==> src/rtl/bloom_seq_ctrl.sv <==
`default_nettype none
// ============================================================================
// Module      : bloom_seq_ctrl
// Description : Sequences one custom op (insert/check/clear) into the Bloom
//               filter datapath one key byte at a time, returns valid+result.
// Revision    : 1.0 - initial release
// ============================================================================
module bloom_seq_ctrl #(
    parameter int NUM_BYTES  = 4,
    parameter int CLR_CYCLES = 2
) (
    input  logic        clk,
    input  logic        rst,
    input  logic        custom_en,
    input  logic [4:0]  custom_op_ex,
    input  logic [31:0] custom_in_RS1,
    output logic        custom_busy,
    output logic        custom_valid,
    output logic [31:0] custom_result,
    output logic        custom_illegal,
    output logic        bloom_insert,
    output logic        bloom_check,
    output logic        bloom_reset,
    output logic [31:0] bloom_data,
    input  logic        bloom_match
);

    localparam int IDX_W = (NUM_BYTES > 1) ? $clog2(NUM_BYTES) : 1;
    localparam int CNT_W = (CLR_CYCLES > 1) ? $clog2(CLR_CYCLES) : 1;

    localparam logic [4:0]       c_op_insert = 5'b00001;
    localparam logic [4:0]       c_op_clear  = 5'b00011;
    localparam logic [4:0]       c_op_check  = 5'b00100;
    localparam logic [IDX_W-1:0] c_idx_last  = IDX_W'(NUM_BYTES - 1);
    localparam logic [CNT_W-1:0] c_clr_last  = CNT_W'(CLR_CYCLES - 1);

    typedef enum logic [2:0] {
        S_IDLE    = 3'd0,
        S_INS     = 3'd1,
        S_CHK_ISS = 3'd2,
        S_CHK_SMP = 3'd3,
        S_CLR     = 3'd4,
        S_DONE    = 3'd5
    } state_t;

    state_t            state_q,   state_d;
    logic [31:0]       key_q,     key_d;
    logic [IDX_W-1:0]  idx_q,     idx_d;
    logic              hit_q,     hit_d;
    logic              illegal_q, illegal_d;
    logic [CNT_W-1:0]  clr_cnt_q, clr_cnt_d;
    logic [31:0]       result_q,  result_d;
    logic [7:0]        w_cur_byte;
    logic              w_last;

    always_ff @(posedge clk or posedge rst) begin
        if (rst) begin
            state_q   <= S_IDLE;
            key_q     <= '0;
            idx_q     <= '0;
            hit_q     <= 1'b0;
            illegal_q <= 1'b0;
            clr_cnt_q <= '0;
            result_q  <= '0;
        end else begin
            state_q   <= state_d;
            key_q     <= key_d;
            idx_q     <= idx_d;
            hit_q     <= hit_d;
            illegal_q <= illegal_d;
            clr_cnt_q <= clr_cnt_d;
            result_q  <= result_d;
        end
    end

    // Byte i of the captured key, LSB first.
    always_comb begin
        w_cur_byte = '0;
        for (int i = 0; i < NUM_BYTES; i++) begin
            if (idx_q == IDX_W'(i)) begin
                w_cur_byte = key_q[8*i +: 8];
            end
        end
    end

    assign w_last = (idx_q == c_idx_last);

    always_comb begin
        state_d   = state_q;
        key_d     = key_q;
        idx_d     = idx_q;
        hit_d     = hit_q;
        illegal_d = illegal_q;
        clr_cnt_d = clr_cnt_q;
        result_d  = result_q;

        case (state_q)
            S_IDLE: begin
                if (custom_en) begin
                    key_d     = custom_in_RS1;
                    idx_d     = '0;
                    hit_d     = 1'b1;
                    clr_cnt_d = '0;
                    illegal_d = 1'b0;
                    result_d  = '0;
                    case (custom_op_ex)
                        c_op_insert: state_d = S_INS;
                        c_op_check:  state_d = S_CHK_ISS;
                        c_op_clear:  state_d = S_CLR;
                        default: begin
                            illegal_d = 1'b1;
                            state_d   = S_DONE;
                        end
                    endcase
                end
            end
            S_INS: begin
                if (w_last) begin
                    state_d = S_DONE;
                end else begin
                    idx_d = idx_q + IDX_W'(1);
                end
            end
            S_CHK_ISS: begin
                state_d = S_CHK_SMP;
            end
            S_CHK_SMP: begin
                hit_d = hit_q & bloom_match;
                // A miss on any byte settles the answer; skip the rest.
                if (!bloom_match || w_last) begin
                    result_d = {31'b0, hit_q & bloom_match};
                    state_d  = S_DONE;
                end else begin
                    idx_d   = idx_q + IDX_W'(1);
                    state_d = S_CHK_ISS;
                end
            end
            S_CLR: begin
                if (clr_cnt_q == c_clr_last) begin
                    state_d = S_DONE;
                end else begin
                    clr_cnt_d = clr_cnt_q + CNT_W'(1);
                end
            end
            S_DONE: begin
                state_d = S_IDLE;
            end
            default: begin
                state_d = S_IDLE;
            end
        endcase
    end

    // Outputs decode straight from the state flop so reset clears them at once.
    always_comb begin
        custom_busy    = (state_q != S_IDLE);
        custom_valid   = (state_q == S_DONE);
        custom_illegal = (state_q == S_DONE) && illegal_q;
        custom_result  = result_q;
        bloom_insert   = (state_q == S_INS);
        bloom_check    = (state_q == S_CHK_ISS);
        bloom_reset    = (state_q == S_CLR);
        bloom_data     = '0;
        if ((state_q == S_INS) || (state_q == S_CHK_ISS)) begin
            bloom_data = {24'b0, w_cur_byte};
        end
    end

endmodule
`default_nettype wire

==> config.mk <==
export PLATFORM = sky130hd
export DESIGN_NAME = bloom_seq_ctrl
export DESIGN_NICKNAME = d
export VERILOG_FILES = /design/src/rtl/bloom_seq_ctrl.sv
export SDC_FILE = /design/constraint.sdc
export NUM_CORES = 1
export LEC_CHECK = 0
export CORE_UTILIZATION = 34
export DETAILED_ROUTE_END_ITERATION = 6
export DONT_BUFFER_PORTS = 1
export GPL_TIMING_DRIVEN = 0
export SLEW_MARGIN = 5
export SYNTH_ARGS = -nofsm -noshare
export SYNTH_HDL_FRONTEND = slang
export SYNTH_SLANG_ARGS = --single-unit
==> constraint.sdc <==
create_clock -name clk -period 2.2 [get_ports clk]
set_input_delay 0 -clock clk [delete_from_list [all_inputs] [get_ports clk]]
set_output_delay 0 -clock clk [all_outputs]
set_load 0.03 [all_outputs]
==> summary.txt <==
Status
  • Status: complete, no violations

Layout
  • Layout area overhead: 37.14%
  • Number of fill cells: 691
  • Layout cells sized above 1: 30.83%
  • Seq. cell area: 0.001026 sq mm
  • Non-Filler Instances: 459
  • Antenna diode count: 0
  • Multi-input logic area: 0.001306 sq mm
  • Layout Nets: 404

Synth
  • Yosys top cell by area: dfrtp_1
  • Count of flip-flops with a built-in enable after synthesis: 0
  • Unique cell type count in the Yosys netlist: 38
  • Yosys Warn Count: 0
  • Post-synth top cells: buf_4 (55), dfrtp_1 (41), nand2_1 (24)
  • Avg Cell Area, Syn: 10.19 sq um
  • Synthesized flop and latch total: 41
  • Ys flop type: dfrtp_1
  • Most common cell in the netlist: buf_4
  • Synth top area cells: dfrtp_1 (40%), buf_4 (16%), mux2_4 (13%)
  • Post-synthesis async set-or-reset flop share: 100.0%
  • Mapped Cells: 254
  • Area share of the largest cell type after synthesis: 39.65%
  • Netlist Area Pre-Place: 0.002587 sq mm
  • Seq/Total Area, Yosys: 39.65%

Drt
  • Final WL: 5991 um
  • Starting DRT DRC Count: 83
  • Post-route DRC: 0
  • DRT Pass-1 Iters: 4
  • Via density: 4.170
  • DRT antenna net count: 0
  • Via count: 1,914
  • Avg WL per Cell: 13.05 um

Setup path
  • Slowest Stage Delay on Critical Path: 0.40 ns
  • Worst setup path start: idx_q[1]
  • Worst Setup EP: bloom_data[0]
  • CP delay by family, top: compound AO/OA/AOI/OAI gates
  • Crit path buffers/inverters: 3
  • Worst EP required: 2.20 ns
  • Crit path launch type: flip-flop
  • Crit path DAT: 2.08 ns
  • FF-to-FF path depth: 6
  • CP dominant cell by count: buf_4
  • Reg-to-Reg End: state_q[0]
  • Critical Path, Cell by Cell: inv_2, ha_1, buf_4, nor2b_1, buf_4, a221oi_1, a211o_1, a21oi_4
  • CP Class: reg -> out
  • Worst R2R Setup Slack: 0.23 ns
  • Critical Path Fanout Max: 10
  • Stages on worst setup path: 8
  • Critical-path top delay cell: dfrtp_1
  • Setup crit end kind: output pin
  • Worst r2r src: idx_q[1]

Clock network
  • # Post-CTS Setup Buffers: 0
  • Clock transition at path regs: 0.07 ns
  • CTS sink cnt: 41
  • TritonCTS Buffers: 5
  • Clock Latency Late Sink: 0.29 ns
  • Root Driver: clkbuf_8
  • CTS Buffer Depth: 2
  • CTS tree: yes
  • H-tree depth: 2

Min path
  • Worst hold path type: in -> reg

Flow run
  • Maxcap violations: 0

Place
  • Port Buffers: 0
  • Placed Instances: 408
  • Final HPWL DP: 4149 um
  • Placer Congestion: 0.8007

Die
  • Core area: 0.007292 sq mm
  • Die ar.: 0.007963 sq mm
  • Die width: 89.24 um
  • Number of I/O pins: 111
  • Site Rows: 31
  • Initial core utilization: 35.48%
  • Die extent in y: 89.24 um

Timing
  • Rel. slew slack: 22.75%
  • Minimum clock period: 2.084 ns
  • Post-route clock period utilization: 94.73%
  • Final Max Tran Viols: 0
  • Hold WS: 0.01221 ns
  • Least-Margin Pin Slew: 1.156 ns
  • Final count of hold timing violations: 0
  • Finish-stage setup viols: 0
  • Layout Skew: 0.001966 ns
  • Fmax: 479.8 MHz

Pwr
  • IR drop worst, VDD: 0.0007337 V
  • Leakage power: 0.001728 uW
  • Pwr dens: 1180 mW/mm^2

GRT
  • Grt total ovfl: 0
  • Largest net degree at the start of global routing: 41
  • Total track usage: 15.80%
  • Vias in the first global route: 1,929
  • Initial antenna violation count: 0
  • Global-route wire length before repair: 9397 um
## report_power, final
group	internal (uW)	switching, uW	total, uW	leakage [uW]
clock network	220	257	477	0.0000450
logic	1020	1380	2410	0.00119
registers	1110	193	1300	0.000489
total	2350	1830	4190	0.00173
## per-stage QoR
stage / util (%) / total power, uW / setup slack, ns / setup TNS, ns / area [sq um]
after floorplan: - / 3011 / 0.3745 / 0 / 2790
after global placement: 39.96 / 3328 / 0.1093 / 0 / 2914
after detailed placement: 40.24 / 3365 / 0.09027 / 0 / 2934
after CTS: 48.25 / 4120 / 0.006406 / 0 / 3518
after global routing: 48.66 / 4495 / -0.003031 / -0.007413 / 3548
final: 48.66 / 4186 / 0.1159 / 0 / 3548
## logic make-up (layout without fill, tap and decap cells)
family	after synthesis	count (layout)	synth area share (%)
buf+inv	82	134	21.37
compound gates	50	50	12.82
simple gates	48	48	8.995
flops	41	41	39.65
mux	26	26	14.41
fa+ha+maj	4	4	1.934
xor+xnor	2	2	0.6771
other cells	1	55	0.1449
## area by class of cell
type / count / share of cell area [%]
multi-input cells: 185 / 36.81
flip-flops and latches: 41 / 28.91
plain buffers: 69 / 14.39
repair buffers: 44 / 12.69
well taps: 99 / 3.491
clock buffers: 6 / 2.045
inverters: 13 / 1.375
clock inverters: 2 / 0.2821
## worst min path at each step
stage          slack (ns)               from    endpoint  cells after the start
2_1_floorplan        0.12  custom_in_RS1[16]   key_q[16]                      2
3_3_place_gp         0.13  custom_in_RS1[22]   key_q[22]                      2
3_5_place_dp        -0.25                rst   key_q[28]                      1
4_1_cts              0.01        bloom_match  state_q[2]                      3
5_1_grt              0.06        bloom_match  state_q[2]                      3
6_report             0.01        bloom_match  state_q[2]                      3
## registers in the layout, summed over array words and instances, names as in the netlist
register       count
clr_cnt_q          1
custom_result      1
hit_q              1
idx_q              2
illegal_q          1
key_q             32
state_q            3
## layout by cell type (no fill, tap or decap), types with 3 or more instances in the layout
| cell | count |
|---|---|
| a21oi_1 | 5 |
| buf_4 | 57 |
| buf_2 | 5 |
| clkbuf_8 | 5 |
| a211o_1 | 7 |
| mux2_4 | 22 |
| nor2_1 | 4 |
| o21ai_0 | 6 |
| dfrtp_1 | 41 |
| ha_1 | 3 |
| nor2b_1 | 6 |
| inv_1 | 11 |
| nand2_1 | 24 |
| buf_6 | 4 |
| dlygate4sd3_1 | 43 |
| a21oi_4 | 7 |
| conb_1 | 55 |
| a221oi_1 | 6 |
| o21ai_1 | 8 |
| and2_1 | 3 |
## repair_timing
item,CTS,global route
gates resized for setup,14,10
hold endpoints to repair,79,0
pin swaps,0,8
hold buffers,43,0
setup endpoints to repair,9,8
## tightest hold or removal path, delay by kind of cell
| kind | cells | cell delay [ns] |
|---|---|---|
| simple gates | 1 | 0.02 |
| compound gates | 2 | 0.24 |
## metal layers
layer,up-vias,global-route usage (%),part of all wire (%)
met1,873,19.31,43
met4,0,4.329,1.1
met3,8,4.155,7.8
met2,75,27.55,48
li1,958,-,-
met5,-,0,0
(Power assumes the default switching activity.)
